**config.mk**
```make
export PLATFORM = sky130hd
export DESIGN_NAME = mem_port_arbiter
export DESIGN_NICKNAME = d
export VERILOG_FILES = /design/src/rtl/mem_arb_pkg.sv /design/src/rtl/mem_arb_select.sv /design/src/rtl/mem_port_arbiter.sv
export SDC_FILE = /design/constraint.sdc
export NUM_CORES = 1
export LEC_CHECK = 0
export ABC_AREA = 1
export CAP_MARGIN = 10
export CORE_MARGIN = 4
export CORE_UTILIZATION = 25
export CTS_BUF_LIST = sky130_fd_sc_hd__clkbuf_4 sky130_fd_sc_hd__clkbuf_8
export DETAILED_ROUTE_END_ITERATION = 12
export PLACE_DENSITY = 0.53
export SYNTH_ARGS = -nofsm -noshare
export SYNTH_HDL_FRONTEND = slang
export SYNTH_SLANG_ARGS = --single-unit
```
**constraint.sdc**
```tcl
create_clock -name clk -period 1.8 [get_ports clk]
set_input_delay 0.27 -clock clk [delete_from_list [all_inputs] [get_ports clk]]
set_output_delay 0.27 -clock clk [all_outputs]
set_load 0.01 [all_outputs]
```
**src/rtl/mem_arb_pkg.sv**
```systemverilog
// Shared types and constants for the memory port arbiter.
package mem_arb_pkg;

   // Width of the latency and starvation counters; bounds both to 1..15.
   localparam int CNT_W = 4;

   // Access sequencing: accept in IDLE, strobe in ISSUE, wait out the
   // memory latency, then pulse the response.
   typedef enum logic [1:0] {
      IDLE  = 2'd0,
      ISSUE = 2'd1,
      WAIT  = 2'd2,
      RESP  = 2'd3
   } arb_state_t;

   // Requester that owns the access in flight.
   typedef enum logic {
      REQ_I = 1'b0,
      REQ_D = 1'b1
   } req_id_t;

endpackage

```
**src/rtl/mem_arb_select.sv**
```systemverilog
// Winner selection between fetch and data requesters, with a saturating
// starvation counter that forces fetch to win after STARVE_MAX losses.
module mem_arb_select
   import mem_arb_pkg::*;
#(
   parameter int STARVE_MAX = 4
) (
   input  logic clk,
   input  logic reset,
   input  logic idle,
   input  logic ireq_valid,
   input  logic dreq_valid,
   output logic grant_i,
   output logic grant_d
);

   localparam logic [CNT_W-1:0] STARVE_LIM = CNT_W'(STARVE_MAX);

   logic [CNT_W-1:0] starve_cnt;

   // Data has priority unless fetch has already lost STARVE_MAX times in a row.
   always_comb begin
      // NOTE: every always_comb output gets a default first so no path can infer a latch.
      grant_i = 1'b0;
      grant_d = 1'b0;
      if (idle) begin
         grant_i = ireq_valid && (!dreq_valid || (starve_cnt == STARVE_LIM));
         grant_d = dreq_valid && !grant_i;
      end
   end

   // Count consecutive lost arbitrations for fetch; only IDLE cycles count.
   always_ff @(posedge clk or negedge reset) begin
      if (!reset) begin
         // NOTE: sequential state uses non-blocking assignments so every flop samples pre-edge values.
         starve_cnt <= '0;
      end else if (idle) begin
         if (!ireq_valid || grant_i) begin
            starve_cnt <= '0;
         end else if (grant_d && (starve_cnt != STARVE_LIM)) begin
            starve_cnt <= starve_cnt + 1'b1;
         end
      end
   end

endmodule

```
**src/rtl/mem_port_arbiter.sv**
```systemverilog
// Shares one single-ported synchronous memory between the instruction fetch
// and data requesters. One access in flight; each access gets exactly one
// mem_en strobe and one response pulse to its owner.
module mem_port_arbiter
   import mem_arb_pkg::*;
#(
   parameter int ADDR_W      = 32,
   parameter int DATA_W      = 64,
   parameter int MEM_LATENCY = 2,
   parameter int STARVE_MAX  = 4
) (
   input  logic              clk,
   input  logic              reset,
   // fetch requester
   input  logic              ireq_valid,
   input  logic [ADDR_W-1:0] ireq_addr,
   output logic              ireq_ready,
   output logic              irsp_valid,
   output logic [DATA_W-1:0] irsp_data,
   // data requester
   input  logic              dreq_valid,
   input  logic              dreq_we,
   input  logic [ADDR_W-1:0] dreq_addr,
   input  logic [DATA_W-1:0] dreq_wdata,
   output logic              dreq_ready,
   output logic              drsp_valid,
   output logic [DATA_W-1:0] drsp_data,
   // memory side
   output logic              mem_en,
   output logic              mem_we,
   output logic [ADDR_W-1:0] mem_addr,
   output logic [DATA_W-1:0] mem_wdata,
   input  logic [DATA_W-1:0] mem_rdata,
   // status
   output logic              busy
);

   // Counter load value in ISSUE so that the WAIT count reaches zero in the
   // cycle mem_rdata becomes valid.
   localparam logic [CNT_W-1:0] LAT_LOAD = CNT_W'(MEM_LATENCY - 1);

   arb_state_t       state;
   arb_state_t       next_state;
   req_id_t          owner;
   logic             lat_we;
   logic [CNT_W-1:0] lat_cnt;
   logic             idle;
   logic             grant_i;
   logic             grant_d;
   logic             accept;
   logic             capture;

   // Readies are held low during reset even though the state already reads IDLE.
   assign idle    = (state == IDLE) && reset;
   assign accept  = grant_i || grant_d;
   assign capture = (state == WAIT) && (lat_cnt == '0) && !lat_we;

   mem_arb_select #(
      .STARVE_MAX (STARVE_MAX)
   ) u_select (
      .clk        (clk),
      .reset      (reset),
      .idle       (idle),
      .ireq_valid (ireq_valid),
      .dreq_valid (dreq_valid),
      .grant_i    (grant_i),
      .grant_d    (grant_d)
   );

   assign ireq_ready = grant_i;
   assign dreq_ready = grant_d;
   assign busy       = (state != IDLE);
   assign irsp_valid = (state == RESP) && (owner == REQ_I);
   assign drsp_valid = (state == RESP) && (owner == REQ_D);

   // State register.
   always_ff @(posedge clk or negedge reset) begin
      if (!reset) begin
         state <= IDLE;
      end else begin
         state <= next_state;
      end
   end

   // Next-state logic: one pass IDLE -> ISSUE -> WAIT -> RESP -> IDLE per access.
   always_comb begin
      next_state = state;
      unique case (state)
         IDLE:    if (accept) next_state = ISSUE;
         ISSUE:   next_state = WAIT;
         WAIT:    if (lat_cnt == '0) next_state = RESP;
         RESP:    next_state = IDLE;
         default: next_state = IDLE;
      endcase
   end

   // Latch the winning request; the memory-side outputs are these registers,
   // so mem_en is high only in the ISSUE cycle that follows an accept.
   always_ff @(posedge clk or negedge reset) begin
      if (!reset) begin
         // NOTE: the address/data registers are reset too because every output must read 0 in reset.
         owner     <= REQ_D;
         lat_we    <= 1'b0;
         mem_en    <= 1'b0;
         mem_we    <= 1'b0;
         mem_addr  <= '0;
         mem_wdata <= '0;
      end else begin
         mem_en <= accept;
         mem_we <= grant_d && dreq_we;
         if (accept) begin
            owner     <= grant_i ? REQ_I : REQ_D;
            lat_we    <= grant_d && dreq_we;
            mem_addr  <= grant_i ? ireq_addr : dreq_addr;
            mem_wdata <= grant_d ? dreq_wdata : '0;
         end
      end
   end

   // Latency counter: loaded in ISSUE, counts down to zero in WAIT.
   always_ff @(posedge clk or negedge reset) begin
      if (!reset) begin
         lat_cnt <= '0;
      end else if (state == ISSUE) begin
         lat_cnt <= LAT_LOAD;
      end else if ((state == WAIT) && (lat_cnt != '0)) begin
         lat_cnt <= lat_cnt - 1'b1;
      end
   end

   // Capture read data into the owner's response register; stores leave it untouched.
   always_ff @(posedge clk or negedge reset) begin
      if (!reset) begin
         irsp_data <= '0;
         drsp_data <= '0;
      end else if (capture) begin
         if (owner == REQ_I) begin
            irsp_data <= mem_rdata;
         end else begin
            drsp_data <= mem_rdata;
         end
      end
   end

endmodule

```
==> impl_table.tex <==
\begin{tabular}{lr}
\hline
Metric & Value \\
\hline
\multicolumn{2}{l}{\textbf{Outcome}} \\
\quad Outcome & finished, violations left \\
\quad Violations in the final reports & setup timing \\
\multicolumn{2}{l}{\textbf{Global route}} \\
\quad Pin count of the biggest net entering global routing & 135 \\
\quad Initial antenna violation count & 1 \\
\quad GRT Total Usage & 15.7\% \\
\quad Global route overflow & 0 \\
\quad Via count of the first global-routing pass & 9489 \\
\quad Global-route wire length before repair & 54900 um \\
\multicolumn{2}{l}{\textbf{Min path}} \\
\quad Cell count of the worst hold path & 3 \\
\quad Class of the worst hold path & in -> reg \\
\quad Min-delay src & mem\_rdata[16] \\
\quad WHS Endpoint & irsp\_data[16] \\
\multicolumn{2}{l}{\textbf{Synthesis}} \\
\quad Gate count of the mapped netlist & 1105 \\
\quad Fraction of post-synthesis cell area in the top cell type by area & 59.7\% \\
\quad Synth Register Bits & 238 \\
\quad Post-synth cell types & 25 \\
\quad Cell Area, Synth & 9930 um2 \\
\quad Mean instance size in the synthesized netlist & 8.99 um2 \\
\quad Ranking of synthesized cells by area & dfrtp\_1 (60\%), nand2\_1 (13\%), o21ai\_0 (5.4\%) \\
\quad Share of flip-flops with an asynchronous set or reset after synthesis & 100\% \\
\quad Dominant cell type by area after synthesis & dfrtp\_1 \\
\quad Proportion of synthesized chip area in sequential cells & 60.0\% \\
\quad Count of flip-flops with a built-in enable after synthesis & 0 \\
\quad Most used flip-flop cell after synthesis & dfrtp\_1 \\
\quad Syn nets & 1311 \\
\quad Synthesis Warnings & 0 \\
\multicolumn{2}{l}{\textbf{Clock tree}} \\
\quad H-tree depth & 2 \\
\quad CTS tree & done \\
\quad Clock root cell & clkbuf\_8 \\
\quad Number of buffers inserted during clock tree synthesis & 45 \\
\quad Clk sink count & 238 \\
\quad Clock slew at reported path FFs & 60 ps \\
\quad Skew-Pair Late Insertion Delay & 570 ps \\
\quad Clk buf depth & 3 \\
\multicolumn{2}{l}{\textbf{Routing}} \\
\quad DRC marker count from the first detailed-route iteration & 453 \\
\quad Wire per inst & 17.9 um \\
\quad Total wire length & 38700 um \\
\quad Via density & 4.39 \\
\quad DRT antenna net count & 0 \\
\quad Pre-Repair DR Iteration Count & 5 \\
\quad Vias & 9486 \\
\quad Number of remaining DRC errors & 0 \\
\multicolumn{2}{l}{\textbf{Floorplanning}} \\
\quad Number of primary I/O pins & 428 \\
\quad Die area & 43000 um2 \\
\quad Core region area & 39000 um2 \\
\quad Row Count & 72 \\
\quad Die outline width & 207 um \\
\quad Floorplan die height & 207 um \\
\quad Starting density of the core & 25.5\% \\
\multicolumn{2}{l}{\textbf{Timing}} \\
\quad Setup repair after global routing missed its margin & true \\
\quad Worst slew slack as a fraction of its limit & 47.5\% \\
\quad Highest achievable clock rate & 509 MHz \\
\quad Period minus WS final & 1960 ps \\
\quad Final clock period utilization by the worst path & 109\% \\
\quad Final Skew & 23.1 ps \\
\quad Final-report max-slew violation count & 0 \\
\quad Transition time at the pin with the least slew margin & 787 ps \\
\quad Final critical-path setup slack & -165 ps \\
\quad Final setup viols & 104 \\
\quad Total count of hold-check failures in the final report & 0 \\
\multicolumn{2}{l}{\textbf{Finish}} \\
\quad Post-layout nets & 1823 \\
\quad Storage cell area & 5960 um2 \\
\quad Area used by multi-input combinational logic & 3450 um2 \\
\quad Final Util & 43.8\% \\
\quad Share of final-layout standard cells stronger than drive strength 1 & 16.7\% \\
\quad Final cell count without fillers & 2163 \\
\quad Area Growth Syn to Fin & 71.8\% \\
\quad Total of fill cells in the finished design & 3858 \\
\quad Area of all placed cells without fillers & 17100 um2 \\
\multicolumn{2}{l}{\textbf{Setup path}} \\
\quad Critical path arrival & 2400 ps \\
\quad Largest stage delay on the critical path & 360 ps \\
\quad Flop-to-flop setup slack & -160 ps \\
\quad Required time of the critical path & 2240 ps \\
\quad RR Startpoint & state[1] \\
\quad Sequence of cells on the critical path & buf\_4 > buf\_6 > buf\_4 > ha\_4 > inv\_2 > nor2\_2 > buf\_6 > nand3\_4 > buf\_12 > buf\_4 > clkbuf\_16 > nand2\_1 > o21ai\_0 \\
\quad Max FO, Critical Path & 8 \\
\quad Slowest cell on the critical path & dfrtp\_1 \\
\quad Crit start category & flop \\
\quad Reg2reg end & drsp\_data[55] \\
\quad Cell type with the highest occurrence count on the critical path & buf\_4 \\
\quad Category of the worst setup path capture point & flop \\
\quad Register-to-Register Path Depth & 13 \\
\quad Kind of critical path & reg -> reg \\
\multicolumn{2}{l}{\textbf{Placement}} \\
\quad Routability cong. & 0.775 \\
\quad Half-perimeter wire length of the detailed placement result & 24600 um \\
\quad Count of placed standard cells including taps & 2030 \\
\quad Worst slack after detailed placement & -215 ps \\
\quad IO buf count & 427 \\
\quad Placed Area & 15000 um2 \\
\multicolumn{2}{l}{\textbf{Power}} \\
\quad Power Dens Cells & 1590 nW/um2 \\
\quad Static Leakage & 0.00890 uW \\
\quad Worst-case vdd ir drop & 0.697 mV \\
\multicolumn{2}{l}{\textbf{Flow run}} \\
\quad Max-cap violation count & 0 \\
\hline
\end{tabular}
==> worst max path at each step <==
stage / slack, ps / startpoint / cells past startpoint / to
2_1_floorplan: 170 / state[0] / 7 / ireq_ready
3_3_place_gp: -250 / ireq_valid / 4 / ireq_ready
3_5_place_dp: -210 / dreq_valid / 6 / dreq_ready
4_1_cts: -260 / u_select.starve_cnt[1] / 8 / dreq_ready
5_1_grt: -280 / state[1] / 13 / drsp_data[55]
6_report: -160 / state[1] / 13 / drsp_data[55]
==> where the power goes <==
| part | internal (uW) | switching, uW | leakage (uW) |
|---|---|---|---|
| Clock | 3160 | 2310 | 0.000482 |
| Sequential | 8030 | 1430 | 0.00293 |
| Combinational | 5980 | 6160 | 0.00549 |
| Total | 17200 | 9890 | 0.00890 |
==> registers in the layout (all words and copies together), names as in the netlist <==
| register | cells |
|---|---|
| mem_en | 1 |
| mem_addr | 32 |
| u_select.starve_cnt | 4 |
| owner | 1 |
| lat_we | 1 |
| irsp_data | 64 |
| mem_we | 1 |
| state | 2 |
| mem_wdata | 64 |
| drsp_data | 64 |
| lat_cnt | 4 |
==> critical path, delay by kind of cell (launching register included) <==
| family | cells | cell delay, ps |
|---|---|---|
| adder cells (fa/ha/maj) | 1 | 130 |
| AND/OR/NAND/NOR | 3 | 290 |
| AO/OA/AOI/OAI | 1 | 80 |
| buffers and inverters | 8 | 980 |
| flip-flops | 1 | 360 |
==> cells in the mapped netlist (2+ instances only) <==
| library cell | instances |
|---|---|
| dfrtp_1 | 237 |
| o21ai_1 | 26 |
| clkbuf_1 | 17 |
| ha_1 | 9 |
| buf_4 | 8 |
| nand3_1 | 86 |
| o21ai_0 | 108 |
| nor2_1 | 44 |
| nand2_2 | 3 |
| buf_2 | 36 |
| buf_1 | 2 |
| nand4_1 | 33 |
| a21oi_1 | 2 |
| buf_6 | 5 |
| inv_2 | 2 |
| inv_1 | 117 |
| nand3_2 | 20 |
| nand2_1 | 342 |
| xor2_1 | 2 |
==> through the flow <==
stage	hold WS, ps	setup TNS, ps	power [uW]
after floorplan	-25.6	0	14100
after global placement	397	-1850	21700
after detailed placement	388	-2180	21800
after CTS	179	-714	26300
after global routing	212	-18670	29000
final	249	-5290	27100
==> cells by family (layout without fill, tap and decap cells) <==
group	count (synthesis)	after routing	synth area share, %
simple gates	530	531	23.4
flops	238	238	60.0
buf+inv	188	726	8.26
compound gates	138	138	7.08
fa+ha+maj	9	9	1.13
xor+xnor	2	2	0.176
other cells	0	1	0
==> cell type report <==
cell class              instances  share of cell area (%)
repair buffers                532                    33.0
well taps                     518                    3.80
diodes                          1                  0.0147
flip-flops and latches        238                    34.9
inverters                     120                    2.67
multi-input cells             680                    20.2
clock buffers                  69                    5.05
clock inverters                 5                   0.323
==> routing by layer <==
layer,vias up,part of all wire [%],wire [um],global-route usage (%)
li1,4535,-,-,-
met1,4576,42,16300,19.0
met2,303,48,18700,26.5
met3,70,6.7,2600,4.88
met4,2,2.8,1070,5.77
met5,-,0.034,13,0
==> placed cells by master (no fill, tap or decap), types with 42 or more instances in the layout <==
cell type	synthesis	final
clkbuf_8	0	55
clkdlybuf4s50_1	0	226
dlygate4sd2_1	0	178
buf_4	8	45
dfrtp_1	237	237
o21ai_1	26	72
nand3_1	86	82
nand2_1	342	327
nor2_1	44	42
inv_1	117	107
==> what timing repair did <==
action,in CTS,in global routing
endpoints found under the setup margin,183,219
gates resized for setup,226,175
hold buffers,1,0
pin swaps,7,6
setup buffers,12,21
gates cloned,0,27
endpoints found under the hold margin,237,0
Note: power is estimated with default switching activity, not from simulation.
==> RTL change (same settings) <==
Change the parameter `ADDR_W` from 32 to 16.
--- a/src/rtl/mem_port_arbiter.sv
+++ b/src/rtl/mem_port_arbiter.sv
@@ -6,3 +6,3 @@
 #(
-   parameter int ADDR_W      = 32,
+   parameter int ADDR_W      = 16,
    parameter int DATA_W      = 64,
Ports: changed (resized dreq_addr, ireq_addr and mem_addr); port bits go from 428 to 380. No check against the original RTL was run, so the function may have changed too.
==> RTL change against the original RTL <==
Synthesized area is 8.9% lower; wire length fell by 22%; first-iteration DRC count fell by 5.5%; the run still ends with setup timing left; global-route usage fell by 1.3 points; via count is 16% lower; largest cell class unchanged; die area decreased by 8.6%; critical path depth down 5; design area is 14% lower; sequential power is 6.4% lower; critical endpoint is now ireq_ready; total power is 7.1% lower; sequential cell count decreased by 16; setup slack improved by 0.088 ns.
==> RTL change: results (changes against the original RTL) <==
{
  "outcome": {"value": "finished with violations"},
  "violations": {"value": "setup timing"},
  "timing.critical_path.slowest_cell_delay": {"value": 0.38, "unit": "ns", "change": "+0.02 ns"},
  "post_synthesis_compound_gate_area_fraction": {"value": 0.0765, "change": "+0.00569"},
  "grt_first_pass_wirelength": {"value": 45.7, "unit": "mm", "change": "-17%"},
  "synth_top_cells_by_area": {"value": "sky130_fd_sc_hd__dfrtp_1 (61%), sky130_fd_sc_hd__nand2_1 (13%), sky130_fd_sc_hd__nand3_1 (5.0%)"},
  "first_global_vias": {"value": 8045, "change": "-15%"},
  "worst_pin_slew": {"value": 0.818, "unit": "ns", "change": "+0.0306 ns"},
  "synth.net_count": {"value": 1154, "change": "-12%"},
  "adder_and_majority_gate_portion_of_the_synthesized_area": {"value": 0.0124, "change": "+0.00111"},
  "hpwl_detailed": {"value": 20.6, "unit": "mm", "change": "-16%"},
  "clk_latency": {"value": 0.52, "unit": "ns", "change": "-0.05 ns"},
  "worstSetupPathType": {"value": "reg -> out"},
  "route.final.wire_length": {"value": 30.2, "unit": "mm", "change": "-22%"},
  "tritoncts.num_buffers": {"value": 41, "change": "-8.9%"},
  "antenna-diode-count": {"value": 0, "change": "-1"},
  "layout.nets": {"value": 1568, "change": "-14%"},
  "io_buffer_count": {"value": 379, "change": "-11%"},
  "grt_max_degree": {"value": 124, "change": "-8.1%"},
  "route.detailed.vias_per_inst": {"value": 4.26, "change": "-2.9%"},
  "drive_gt1_frac": {"value": 0.113, "change": "-0.0545"},
  "setup-violations-final": {"value": 2, "change": "-98%"},
  "post_synth_most_frequent_cells": {"value": "sky130_fd_sc_hd__nand2_1 (306), sky130_fd_sc_hd__dfrtp_1 (221), sky130_fd_sc_hd__inv_1 (96), sky130_fd_sc_hd__nand3_1 (90), sky130_fd_sc_hd__o21ai_1 (70)"},
  "antenna_found_initial": {"value": 0, "change": "-1"},
  "layout_setup_ws": {"value": -0.0769, "unit": "ns", "change": "+0.0877 ns"},
  "synth-xor-area-share": {"value": 0.00194, "change": "+0.000173"},
  "max-vdd-ir-drop": {"value": 0.000819, "unit": "V", "change": "+17%"},
  "critical-path-top-delay-family": {"value": "flip-flops"},
  "fillerInstances": {"value": 3562, "change": "-7.7%"}
}
RTL change: routing by layer:
| layer | routed length (um) | GRT usage |
|---|---|---|
| met1 | 13100 | 0.188 |
| met2 | 14100 | 0.233 |
| met3 | 2300 | 0.0439 |
| met4 | 716 | 0.0413 |
| met5 | 0 | 0 |
RTL change: report_power, final:
part	internal (W)	total, W	switching [W]
Clock	0.00292	0.00500	0.00207
Combinational	0.00615	0.0113	0.00516
Sequential	0.00748	0.00885	0.00137
RTL change: worst reg2reg max path: cells and delay by family (launching register included):
family          cells  cell delay (ns)
fa+ha+maj           1             0.13
simple gates        3             0.27
flops               1             0.38
buf+inv             6             0.73
compound gates      1             0.08
RTL change: final timing paths:
kind	start	endpoint	slack (ns)	cells past startpoint
setup / recovery	u_select.starve_cnt[0]	ireq_ready	-0.08	8
hold / removal	dreq_wdata[37]	mem_wdata[37]	0.30	3
setup reg to reg	state[0]	irsp_data[21]	0.07	11
hold reg to reg	mem_wdata[9]	mem_wdata[9]	0.48	2
max in group asynchronous	reset	drsp_data[56]	0.73	3
min in group asynchronous	reset	u_select.starve_cnt[2]	0.38	3
RTL change: cell families (layout without fill, tap and decap cells):
kind of cell / count (synthesis) / after routing
and+or+nand+nor: 452 / 452
DFF: 222 / 222
buffers and inverters: 158 / 597
AOI/OAI and AO/OA: 137 / 137
adders and majority gates: 9 / 9
xor gates and xnor gates: 2 / 2
RTL change: through the flow:
stage	std cells	worst slack, ns	hold slack [ns]	area (um2)	TNS [ns]
6_report	1880	-0.0769	0.302	14600	-0.141
2_1_floorplan	980	0.147	-0.0256	9050	0
5_1_grt	1880	-0.192	0.280	14600	-0.804
3_3_place_gp	1800	-0.230	0.424	13500	-6.32
3_5_place_dp	1800	-0.233	0.418	13500	-5.91
4_1_cts	1872	-0.132	0.257	14400	-0.367
RTL change: what timing repair did:
action,CTS,global route
gates resized for setup,44,33
hold buffers,1,0
pin swaps,6,2
setup buffers,3,4
setup endpoints to repair,91,160
hold endpoints to repair,221,0
cloned,1,4
RTL change: cell type report:
| type | instances | area [um2] | share of cell area |
|---|---|---|---|
| clock buffer | 64 | 793 | 0.0542 |
| clock inverter | 4 | 48.8 | 0.00333 |
| inverter | 100 | 380 | 0.0260 |
| multi-input combinational | 600 | 2850 | 0.195 |
| sequential | 222 | 5560 | 0.380 |
| tap | 461 | 577 | 0.0394 |
| timing repair buffer | 429 | 4430 | 0.303 |
